File: src/rtl/random_word_harvester_pkg.sv
// Shared constants and types for the random word harvester.
//
// Contents:
//   DEF_WIDTH / DEF_REP_CUTOFF  default word width and repetition cutoff
//   SYNC_STAGES                 depth of the metastable-bit synchronizer
//   WARMUP_CYCLES               cycles after reset release during which raw
//                               samples are ignored (covers synchronizer fill)
//   pair_phase_e                von Neumann pair position
//   out_state_e                 output register / health state
package random_word_harvester_pkg;

  localparam int DEF_WIDTH      = 8;
  localparam int DEF_REP_CUTOFF = 16;
  localparam int SYNC_STAGES    = 2;
  localparam int WARMUP_CYCLES  = 2;

  // Width of the repetition counter; large enough for any cutoff up to 255.
  localparam int REP_W = 8;

  typedef enum logic {
    PH_FIRST  = 1'b0,
    PH_SECOND = 1'b1
  } pair_phase_e;

  // S_EMPTY: no word presented, S_FULL: unconsumed word on out_data,
  // S_FAIL: health test tripped, stream permanently stopped until reset.
  typedef enum logic [1:0] {
    S_EMPTY = 2'd0,
    S_FULL  = 2'd1,
    S_FAIL  = 2'd2
  } out_state_e;

endpackage

File: src/rtl/random_word_harvester_debiaser.sv
// von_neumann_debiaser: pairs successive raw samples and emits one unbiased
// bit per unequal pair (01 -> 0, 10 -> 1, i.e. the first bit of the pair);
// equal pairs are dropped.
//
// Ports:
//   clk        in   clock, rising edge
//   rst        in   asynchronous, active-low reset
//   raw        in   synchronized raw bit
//   enable     in   1 = pair samples; 0 = restart pairing at the first bit
//   raw_ok     in   raw is meaningful this cycle (post warm-up)
//   bit_valid  out  a debiased bit is presented this cycle
//   bit_out    out  the debiased bit (valid only with bit_valid)
//
// bit_valid/bit_out are combinational from the current raw sample so the
// packer registers the bit on the same edge the second sample arrives.
module von_neumann_debiaser
  import random_word_harvester_pkg::*;
(
  input  logic clk,
  input  logic rst,
  input  logic raw,
  input  logic enable,
  input  logic raw_ok,
  output logic bit_valid,
  output logic bit_out
);

  pair_phase_e phase_q, phase_d;
  logic        first_q, first_d;

  always_comb begin
    phase_d   = phase_q;
    first_d   = first_q;
    bit_valid = 1'b0;
    bit_out   = first_q;
    if (!enable) begin
      phase_d = PH_FIRST;
    end else if (raw_ok) begin
      case (phase_q)
        PH_FIRST: begin
          first_d = raw;
          phase_d = PH_SECOND;
        end
        PH_SECOND: begin
          phase_d   = PH_FIRST;
          bit_valid = (first_q != raw);
        end
        default: phase_d = PH_FIRST;
      endcase
    end
  end

  always_ff @(posedge clk or negedge rst) begin
    if (!rst) begin
      phase_q <= PH_FIRST;
      first_q <= 1'b0;
    end else begin
      phase_q <= phase_d;
      first_q <= first_d;
    end
  end

endmodule

File: src/rtl/random_word_harvester.sv
// random_word_harvester: turns a raw metastable-oscillator bit into a stream
// of whitened WIDTH-bit random words, with a repetition-count health test.
//
// Flow: metastable -> 2-flop synchronizer -> warm-up gate -> von Neumann
// debiaser -> MSB-first packer -> XOR with lfsr_in on load -> valid/ready
// output register. The repetition counter watches the synchronized raw bit
// independently of enable and latches a sticky failure.
//
// Parameters:
//   WIDTH       word width (must match the LFSR stage), >= 2
//   REP_CUTOFF  consecutive identical raw bits that trip health_fail, 2..255
//
// Ports:
//   clk          in   clock, rising edge
//   rst          in   asynchronous, active-low reset
//   metastable   in   raw oscillator bit, asynchronous to clk
//   lfsr_in      in   LFSR word, sampled only when a word is loaded
//   enable       in   1 = harvest; 0 = hold packer, restart pairing
//   out_data     out  whitened word
//   out_valid    out  out_data holds an unconsumed word
//   out_ready    in   consumer accepts when out_valid & out_ready
//   health_fail  out  sticky repetition-test failure
module random_word_harvester
  import random_word_harvester_pkg::*;
#(
  parameter int WIDTH      = DEF_WIDTH,
  parameter int REP_CUTOFF = DEF_REP_CUTOFF
) (
  input  logic             clk,
  input  logic             rst,
  input  logic             metastable,
  input  logic [WIDTH-1:0] lfsr_in,
  input  logic             enable,
  output logic [WIDTH-1:0] out_data,
  output logic             out_valid,
  input  logic             out_ready,
  output logic             health_fail
);

  localparam int CNT_W  = $clog2(WIDTH + 1);
  localparam int WARM_W = $clog2(WARMUP_CYCLES + 1);

  if (WIDTH < 2) begin : g_bad_width
    $error("random_word_harvester: WIDTH must be >= 2");
  end
  if (REP_CUTOFF < 2 || REP_CUTOFF > 255) begin : g_bad_cutoff
    $error("random_word_harvester: REP_CUTOFF must be in 2..255");
  end

  // Saturating increment for the repetition counter.
  function automatic logic [REP_W-1:0] rep_sat_inc(input logic [REP_W-1:0] v);
    if (v >= REP_W'(REP_CUTOFF)) return REP_W'(REP_CUTOFF);
    return v + REP_W'(1);
  endfunction

  // ---------------------------------------------------------------------
  // Synchronizer and warm-up gate
  // ---------------------------------------------------------------------
  logic [SYNC_STAGES-1:0] sync_q;
  logic [WARM_W-1:0]      warm_q, warm_d;
  logic                   raw;
  logic                   raw_ok;

  assign raw    = sync_q[SYNC_STAGES-1];
  // The synchronizer still holds reset zeros for the first cycles after
  // release; those are not real samples and must not pair or count.
  assign raw_ok = (warm_q == WARM_W'(WARMUP_CYCLES));

  always_comb begin
    warm_d = warm_q;
    if (!raw_ok) warm_d = warm_q + WARM_W'(1);
  end

  always_ff @(posedge clk or negedge rst) begin
    if (!rst) begin
      sync_q <= '0;
      warm_q <= '0;
    end else begin
      sync_q <= {sync_q[SYNC_STAGES-2:0], metastable};
      warm_q <= warm_d;
    end
  end

  // ---------------------------------------------------------------------
  // Repetition-count health test
  // ---------------------------------------------------------------------
  logic [REP_W-1:0] rep_q, rep_d;
  logic             prev_q, prev_d;
  logic             trip;

  always_comb begin
    rep_d  = rep_q;
    prev_d = prev_q;
    if (raw_ok) begin
      prev_d = raw;
      // rep_q == 0 only before the first counted sample: start a run.
      if (rep_q == '0 || raw != prev_q) rep_d = REP_W'(1);
      else                              rep_d = rep_sat_inc(rep_q);
    end
  end

  always_ff @(posedge clk or negedge rst) begin
    if (!rst) begin
      rep_q  <= '0;
      prev_q <= 1'b0;
    end else begin
      rep_q  <= rep_d;
      prev_q <= prev_d;
    end
  end

  // ---------------------------------------------------------------------
  // Debiaser
  // ---------------------------------------------------------------------
  logic bit_valid;
  logic bit_out;

  von_neumann_debiaser u_debias (
    .clk       (clk),
    .rst       (rst),
    .raw       (raw),
    .enable    (enable),
    .raw_ok    (raw_ok),
    .bit_valid (bit_valid),
    .bit_out   (bit_out)
  );

  // ---------------------------------------------------------------------
  // Packer
  // ---------------------------------------------------------------------
  out_state_e       state_q, state_d;
  logic [WIDTH-1:0] shreg_q, shreg_d;
  logic [CNT_W-1:0] cnt_q, cnt_d;
  logic             word_full;
  logic             load;

  assign word_full = (cnt_q == CNT_W'(WIDTH));
  // A full word moves to the output when the slot is free or is being
  // emptied on this same edge; never after the health test has failed.
  assign load = word_full &&
                ((state_q == S_EMPTY) || (state_q == S_FULL && out_ready));
  // Trip exactly once, on the edge the run length reaches the cutoff.
  assign trip = raw_ok && (rep_d == REP_W'(REP_CUTOFF)) && (state_q != S_FAIL);

  always_comb begin
    shreg_d = shreg_q;
    cnt_d   = cnt_q;
    if (trip || load) begin
      cnt_d = '0;
    end else if (bit_valid && !word_full) begin
      // First emitted bit ends up in the MSB after WIDTH shifts. Bits that
      // arrive while the word is full (stall or load edge) are dropped.
      shreg_d = {shreg_q[WIDTH-2:0], bit_out};
      cnt_d   = cnt_q + CNT_W'(1);
    end
  end

  always_ff @(posedge clk or negedge rst) begin
    if (!rst) begin
      shreg_q <= '0;
      cnt_q   <= '0;
    end else begin
      shreg_q <= shreg_d;
      cnt_q   <= cnt_d;
    end
  end

  // ---------------------------------------------------------------------
  // Output register and health state
  // ---------------------------------------------------------------------
  logic [WIDTH-1:0] data_q, data_d;

  always_comb begin
    state_d = state_q;
    case (state_q)
      S_EMPTY: begin
        if (trip)      state_d = S_FAIL;
        else if (load) state_d = S_FULL;
      end
      S_FULL: begin
        if (trip)           state_d = S_FAIL;
        else if (load)      state_d = S_FULL;
        else if (out_ready) state_d = S_EMPTY;
      end
      S_FAIL:  state_d = S_FAIL;
      default: state_d = S_EMPTY;
    endcase
  end

  always_comb begin
    data_d = data_q;
    if (trip)      data_d = '0;
    else if (load) data_d = shreg_q ^ lfsr_in;
  end

  always_ff @(posedge clk or negedge rst) begin
    if (!rst) begin
      state_q <= S_EMPTY;
      data_q  <= '0;
    end else begin
      state_q <= state_d;
      data_q  <= data_d;
    end
  end

  always_comb begin
    out_valid   = (state_q == S_FULL);
    health_fail = (state_q == S_FAIL);
    out_data    = data_q;
  end

endmodule
File: config.mk
export PLATFORM = sky130hd
export DESIGN_NAME = random_word_harvester
export DESIGN_NICKNAME = d
export VERILOG_FILES = /design/src/rtl/random_word_harvester_pkg.sv /design/src/rtl/random_word_harvester_debiaser.sv /design/src/rtl/random_word_harvester.sv
export SDC_FILE = /design/constraint.sdc
export NUM_CORES = 1
export LEC_CHECK = 0
export ABC_CLOCK_PERIOD_IN_PS = 3400
export BUFFER_PORTS_ARGS = -buffer_cell sky130_fd_sc_hd__clkbuf_2
export CELL_PAD_IN_SITES_DETAIL_PLACEMENT = 0
export CELL_PAD_IN_SITES_GLOBAL_PLACEMENT = 2
export CORE_MARGIN = 4
export CORE_UTILIZATION = 30
export CTS_CLUSTER_DIAMETER = 120
export DETAILED_ROUTE_END_ITERATION = 12
export PLACE_DENSITY = 0.69
export SETUP_SLACK_MARGIN = 0.5
export SLEW_MARGIN = 20
export SYNTH_ARGS = -nofsm -noshare
export SYNTH_HDL_FRONTEND = slang
export SYNTH_HIERARCHICAL = 1
export SYNTH_SLANG_ARGS = --single-unit
File: constraint.sdc
create_clock -name clk -period 3.4 [get_ports clk]
set_input_delay 0.34 -clock clk [delete_from_list [all_inputs] [get_ports clk]]
set_output_delay 0.34 -clock clk [all_outputs]
set_load 0.005 [all_outputs]
---- Word-level counts from Yosys, hierarchy flattened ----
Index checks and enable logic that the tools add are counted.
storage, ports and cells
  ROM bits ................................ 0
  bits in registers ....................... 37
  input bits .............................. 13
  bits in latches ......................... 0
  RAM bits ................................ 0
  logic and storage cells ................. 67
  memories kept ........................... 0
  output and inout port bits .............. 10
cells by class
  divide/modulo/power cells ............... 0
  muxes and demuxes ....................... 23
  equal/unequal tests ..................... 11
  multipliers ............................. 0
  shift-type cells ........................ 0
  bitwise operators ....................... 3
  reductions and logical operators ........ 16
  $add $sub $neg .......................... 3
  order comparisons ....................... 1
operator list
  cell                                                                    count
  8-bit 2-to-1 mux                                                        6
  2-bit 2-to-1 mux                                                        5
  8-bit by 1-bit adder with 8-bit output (second input constant)          1
  8-bit by 5-bit == test with 1-bit output (second input constant)        1
  8-bit by 5-bit >= comparator with 1-bit output (second input constant)  1
  8-bit zero test                                                         1
  1-bit 2-to-1 mux                                                        8
  4-bit 2-to-1 mux                                                        2
  8-bit bitwise XOR                                                       1
  2-bit case mux with 3 select lines                                      1
  1-bit logical AND                                                       5
  4-bit by 1-bit adder with 4-bit output (second input constant)          1
  2-bit == test (second input constant)                                   2
  4-bit == test (second input constant)                                   1
  4-bit by 1-bit != test with 1-bit output (second input constant)        1
  2-bit AND reduction                                                     2
  2-bit nonzero test                                                      2
  1-bit logical OR                                                        3
  3-bit != test (second input constant)                                   1
  3-bit AND reduction                                                     1
  2-bit by 1-bit adder with 2-bit output (second input constant)          1
  2-bit by 1-bit == test with 1-bit output (second input constant)        1
  2-bit zero test                                                         1
  1-bit != test                                                           2
  5 further kinds                                                         6

---- Logic depth before layout (Yosys ltp) ----
  depth after elaboration ................. 13
  gate-level depth with buffers ........... 8
  gate-level depth less buffers ........... 8

---- Modules after synthesis ----
The synthesis kept the hierarchy.
modules (own cells, without submodules)
  module                 cells each  times used  sequential area each (um^2)  area each (um^2)
  random_word_harvester  132         1           875.8                        1589.0
  von_neumann_debiaser   9           1           50.0                         105.1

---- Worst setup path after synthesis ----
OpenSTA, ideal clock, no wires.
  kind .................................... register to register
  start point ............................. reg warm_q[0]
  end point ............................... reg shreg_q[0]
  clock period less this slack ............ 1.950 ns
  arrival time ............................ 1.825 ns
  path buffers ............................ 1
  cell stages (with the launch flop) ...... 8
  path slack .............................. 1.450 ns
  data required time ...................... 3.275 ns
  cell sequence ........................... dfrtp_1 -> inv_1 -> ha_1 -> clkbuf_1 -> and4b_1 -> a21oi_4 -> o21bai_4 -> mux2_2
on the way
  word-level cells in the longest chain between the ends .. 8
  elaborated cells between the ends (all ways) .. 11
  classes of those cells .................. eq/ne: 2; mux: 3; bitwise: 1; reduce/logical: 5
RTL lines
  item                                      line                          source
  start, declared                           random_word_harvester.sv:60   logic [WARM_W-1:0] warm_q, warm_d;
  start signal, assigned                    random_word_harvester.sv:80   warm_q <= warm_d;
  2-bit == test (*)                         random_word_harvester.sv:67   assign raw_ok = (warm_q == WARM_W'(WARMUP_CYCLES));
  via raw_ok                                random_word_harvester.sv:62   logic raw_ok;
  8-bit 2-to-1 mux                          random_word_harvester.sv:94   if (raw_ok) begin
  8-bit by 5-bit == test with 1-bit output  random_word_harvester.sv:143  assign trip = raw_ok && (rep_d == REP_W'(REP_CUTOFF)) && (state_q != S_FAIL);
  1-bit logical AND (2 in a row)            random_word_harvester.sv:143
  1-bit logical OR                          random_word_harvester.sv:148  if (trip || load) begin
  1-bit NOT (no source line)                -
  2-bit AND reduction (no source line) (*)  -
  end signal, assigned                      random_word_harvester.sv:163  shreg_q <= shreg_d;
  end, declared                             random_word_harvester.sv:132  logic [WIDTH-1:0] shreg_q, shreg_d;
Mark *: on every way through the listed nets, which the timed path passes. The rest lies on a longest branch.
A chain may end at the register's enable or synchronous reset.

---- Worst setup path after layout ----
Same ends and word-level chain as after synthesis.

==> summary.txt <==
Power and ir drop
  – Leakage power: 0.902 nW
  – Power share of the sequential group: 0.512
  – Fraction of power consumed by the clock network: 0.234
  – Worst vdd rail ir drop: 0.193 mV
  – Cell internal pwr: 0.868 mW
  – Switching power summed over all nets: 0.389 mW
  – Power per cell area: 641 mW/mm2
  – Logic pwr share: 0.255
  – Switching part of the total: 0.310

Logic synthesis
  – Combined area of all synthesized cells: 0.00169 mm2
  – Leading post-synthesis cells by instance count: dfrtp_1, xnor2_1, mux2_2
  – Synth top area cells: dfrtp_1, xnor2_1, mux2_2
  – Mean instance size in the synthesized netlist: 12.0 um2
  – Cell count after synthesis: 141
  – Prevailing post-synth register cell: dfrtp_1
  – Number of enable-type register cells in the synthesized netlist: 0
  – Fraction of synthesized cell area taken by the top area cell type: 0.547
  – Most used standard cell by instance count after synthesis: dfrtp_1
  – Flop and latch count out of synthesis: 37
  – Area leader, netlist: dfrtp_1
  – Synth async-reset ratio: 1.00
  – Unique cell type count in the Yosys netlist: 37
  – Syn_nets: 159
  – Share of synthesized area occupied by flip-flops and latches: 0.547
  – Number of synthesis warnings: 6

Cells and area
  – Post-route design area: 0.00196 mm2
  – Diode insertion count for antenna repair: 0
  – Layout overhead on the synthesized area: 15.7%
  – Fraction of layout instances using a drive strength above 1: 0.257
  – Count of nets after finishing: 184

Global routing
  – Total overflow reported by the global router: 0
  – Maximum number of pins on one net before global-route repair: 38
  – Initial antenna violation count: 0
  – First-pass GRT wire length: 5.46 mm
  – Total Routing Usage GR: 0.0974
  – Number of global-route vias before repair: 1173

Worst setup path
  – Source of the critical timing path: warm_q[0]
  – Worst R2R End: shreg_q[0]
  – Sort of element at the end of the critical path: flip-flop
  – Arrival time reported for the critical path endpoint: 2470 ps
  – Number of cells on the worst reg-to-reg path: 6
  – Origin of the critical flop-to-flop path: warm_q[0]
  – Worst setup slack for register-to-register paths: 1100 ps
  – CP Launch Type: flip-flop
  – End of the critical path: shreg_q[0]
  – WP data required: 3570 ps
  – Largest fanout of any net on the critical path: 21
  – Critical path class: flip-flop to flip-flop

Timing
  – Final TNS setup: 0 ps
  – Total count of max-transition violations in the final report: 0
  – Max Fclk: 435 MHz
  – Unrepaired setup endpoints after global routing: no
  – Least-Margin Pin Slew: 898 ps
  – Worst slew margin relative to its limit: 0.401
  – Fin crit share: 0.676
  – Setup skew after layout: 2.91 ps
  – Final number of hold-violating endpoints: 0
  – Time the worst path needs with I/O delays and setup: 2300 ps
  – Final setup vio count: 0

Floorplan
  – Ports: 23
  – Site row count: 27
  – Width of the die: 83.1 um
  – Y dimension of the die: 83.1 um
  – Core outline area: 0.00551 mm2
  – Full die area: 0.00691 mm2
  – Initial standard-cell utilization of the core: 0.308

Clock tree
  – Clock sink total: 37
  – # Post-CTS Setup Buffers: 0
  – Clock edge transition at the registers on the reported setup and hold paths: 70 ps
  – Root Buffer: clkbuf_8
  – H-tree lvl count: 2
  – CTS tree: yes
  – Clock latency reported for the late side of the worst-skew pair: 280 ps
  – Inserted Clock Buffers: 5
  – Hold buffers post-CTS: 0
  – Number of buffers on the longest clock path: 2
  – Gates resized, CTS repair: 0

Placement
  – Port Buffers: 22
  – DP Wirelength: 2.31 mm
  – Final weighted congestion of routability-driven global placement: 0.824
  – Area of placed instances: 0.00187 mm2

Detailed routing
  – Vias per Instance: 4.62
  – DR DRC count: 0
  – Detailed-route via count: 1105
  – Residual antenna-violating net count after detailed routing: 0
  – TritonRoute pass-1 iters: 4
  – Final routed wire length divided by cell count: 12.9 um
  – Number of DRC violations after detailed-routing iteration 0: 55
  – Total Wirelength: 3.08 mm

Flow run
  – Max-capacitance violation count: 0

Status
  – Status: completed

Hold path
  – Hold Path Origin: metastable
  – Hold/Removal Path Class: input pin to flip-flop
==> flip-flops by register name, indices dropped and copies added, names as in the netlist <==
name,cells
u_debias/bit_out,1
cnt_q,4
shreg_q,8
warm_q,2
out_data,8
rep_q,8
sync_q,2
prev_q,1
state_q,2
u_debias/phase_q,1
==> metal layers <==
metal	global-route usage	vias up	part of all wire
met1	0.123	538	0.47
met4	0.0312	0	0.013
met2	0.155	19	0.47
met5	0	-	0
met3	0.0357	6	0.052
li1	-	542	-
==> worst max-delay path: stages, from the launching register on <==
cell and delay [ps]:
dfrtp_1 390, inv_1 60, ha_1 590, and4b_1 360
a21oi_4 100, o21bai_4 300, mux2_2 380
==> layout by cell type (no fill, tap or decap), types with 3 or more instances in the layout <==
master / count
a21oi_1: 3
clkbuf_2: 22
clkbuf_8: 5
dfrtp_1: 37
ha_1: 5
inv_1: 7
mux2_2: 9
nand2_1: 7
nand3_1: 6
nor2_1: 6
nor2b_1: 4
o21ai_0: 4
o2bb2ai_1: 8
xnor2_1: 12
xor2_1: 3
==> layout make-up <==
| type | count | area [um2] |
|---|---|---|
| clock inverter | 3 | 17.5 |
| tap | 72 | 90.1 |
| fill | 557 | 3550 |
| sequential | 37 | 926 |
| inverter | 7 | 26.3 |
| timing repair buffer | 22 | 110 |
| multi-input combinational | 93 | 722 |
| clock buffer | 5 | 68.8 |
==> power groups by stage <==
| stage | logic, mW | registers, mW | clock network, mW |
|---|---|---|---|
| 2_1_floorplan | 0.234 | 0.632 | 0 |
| 4_1_cts | 0.326 | 0.644 | 0.310 |
| 5_1_grt | 0.365 | 0.659 | 0.329 |
| 3_3_place_gp | 0.318 | 0.646 | 0 |
| 3_5_place_dp | 0.326 | 0.651 | 0 |
| 6_report | 0.320 | 0.643 | 0.294 |
==> how the worst min path moves through the flow <==
stage,to,cells after the start,slack (ps)
floorplan,cnt_q[0],0,40
detailed placement,sync_q[1],0,340
global placement,sync_q[1],0,340
CTS,sync_q[0],1,160
global route,sync_q[0],1,160
finish,sync_q[0],1,160
==> per-stage QoR <==
| step | worst slack [ps] | hold WS [ps] | cells | power, mW | utilization |
|---|---|---|---|---|---|
| finish | 1100 | 164 | 239 | 1.26 | 0.356 |
| global route | 839 | 159 | 239 | 1.35 | 0.356 |
| CTS | 1080 | 158 | 239 | 1.28 | 0.356 |
| detailed placement | 1100 | 340 | 231 | 0.977 | 0.340 |
| global placement | 1140 | 340 | 231 | 0.964 | 0.340 |
| floorplan | 1450 | 44.4 | 141 | 0.865 | - |
==> logic make-up (layout without fill, tap and decap cells) <==
| group | after synthesis | after routing | synth area share |
|---|---|---|---|
| flip-flops | 37 | 37 | 0.547 |
| XOR/XNOR | 15 | 15 | 0.0776 |
| AO/OA/AOI/OAI | 28 | 28 | 0.132 |
| multiplexers | 10 | 10 | 0.0687 |
| buffers and inverters | 11 | 37 | 0.0273 |
| adder cells (fa/ha/maj) | 5 | 5 | 0.0369 |
| AND/OR/NAND/NOR | 35 | 35 | 0.111 |
No activity file was read; power rests on OpenSTA's default activity.
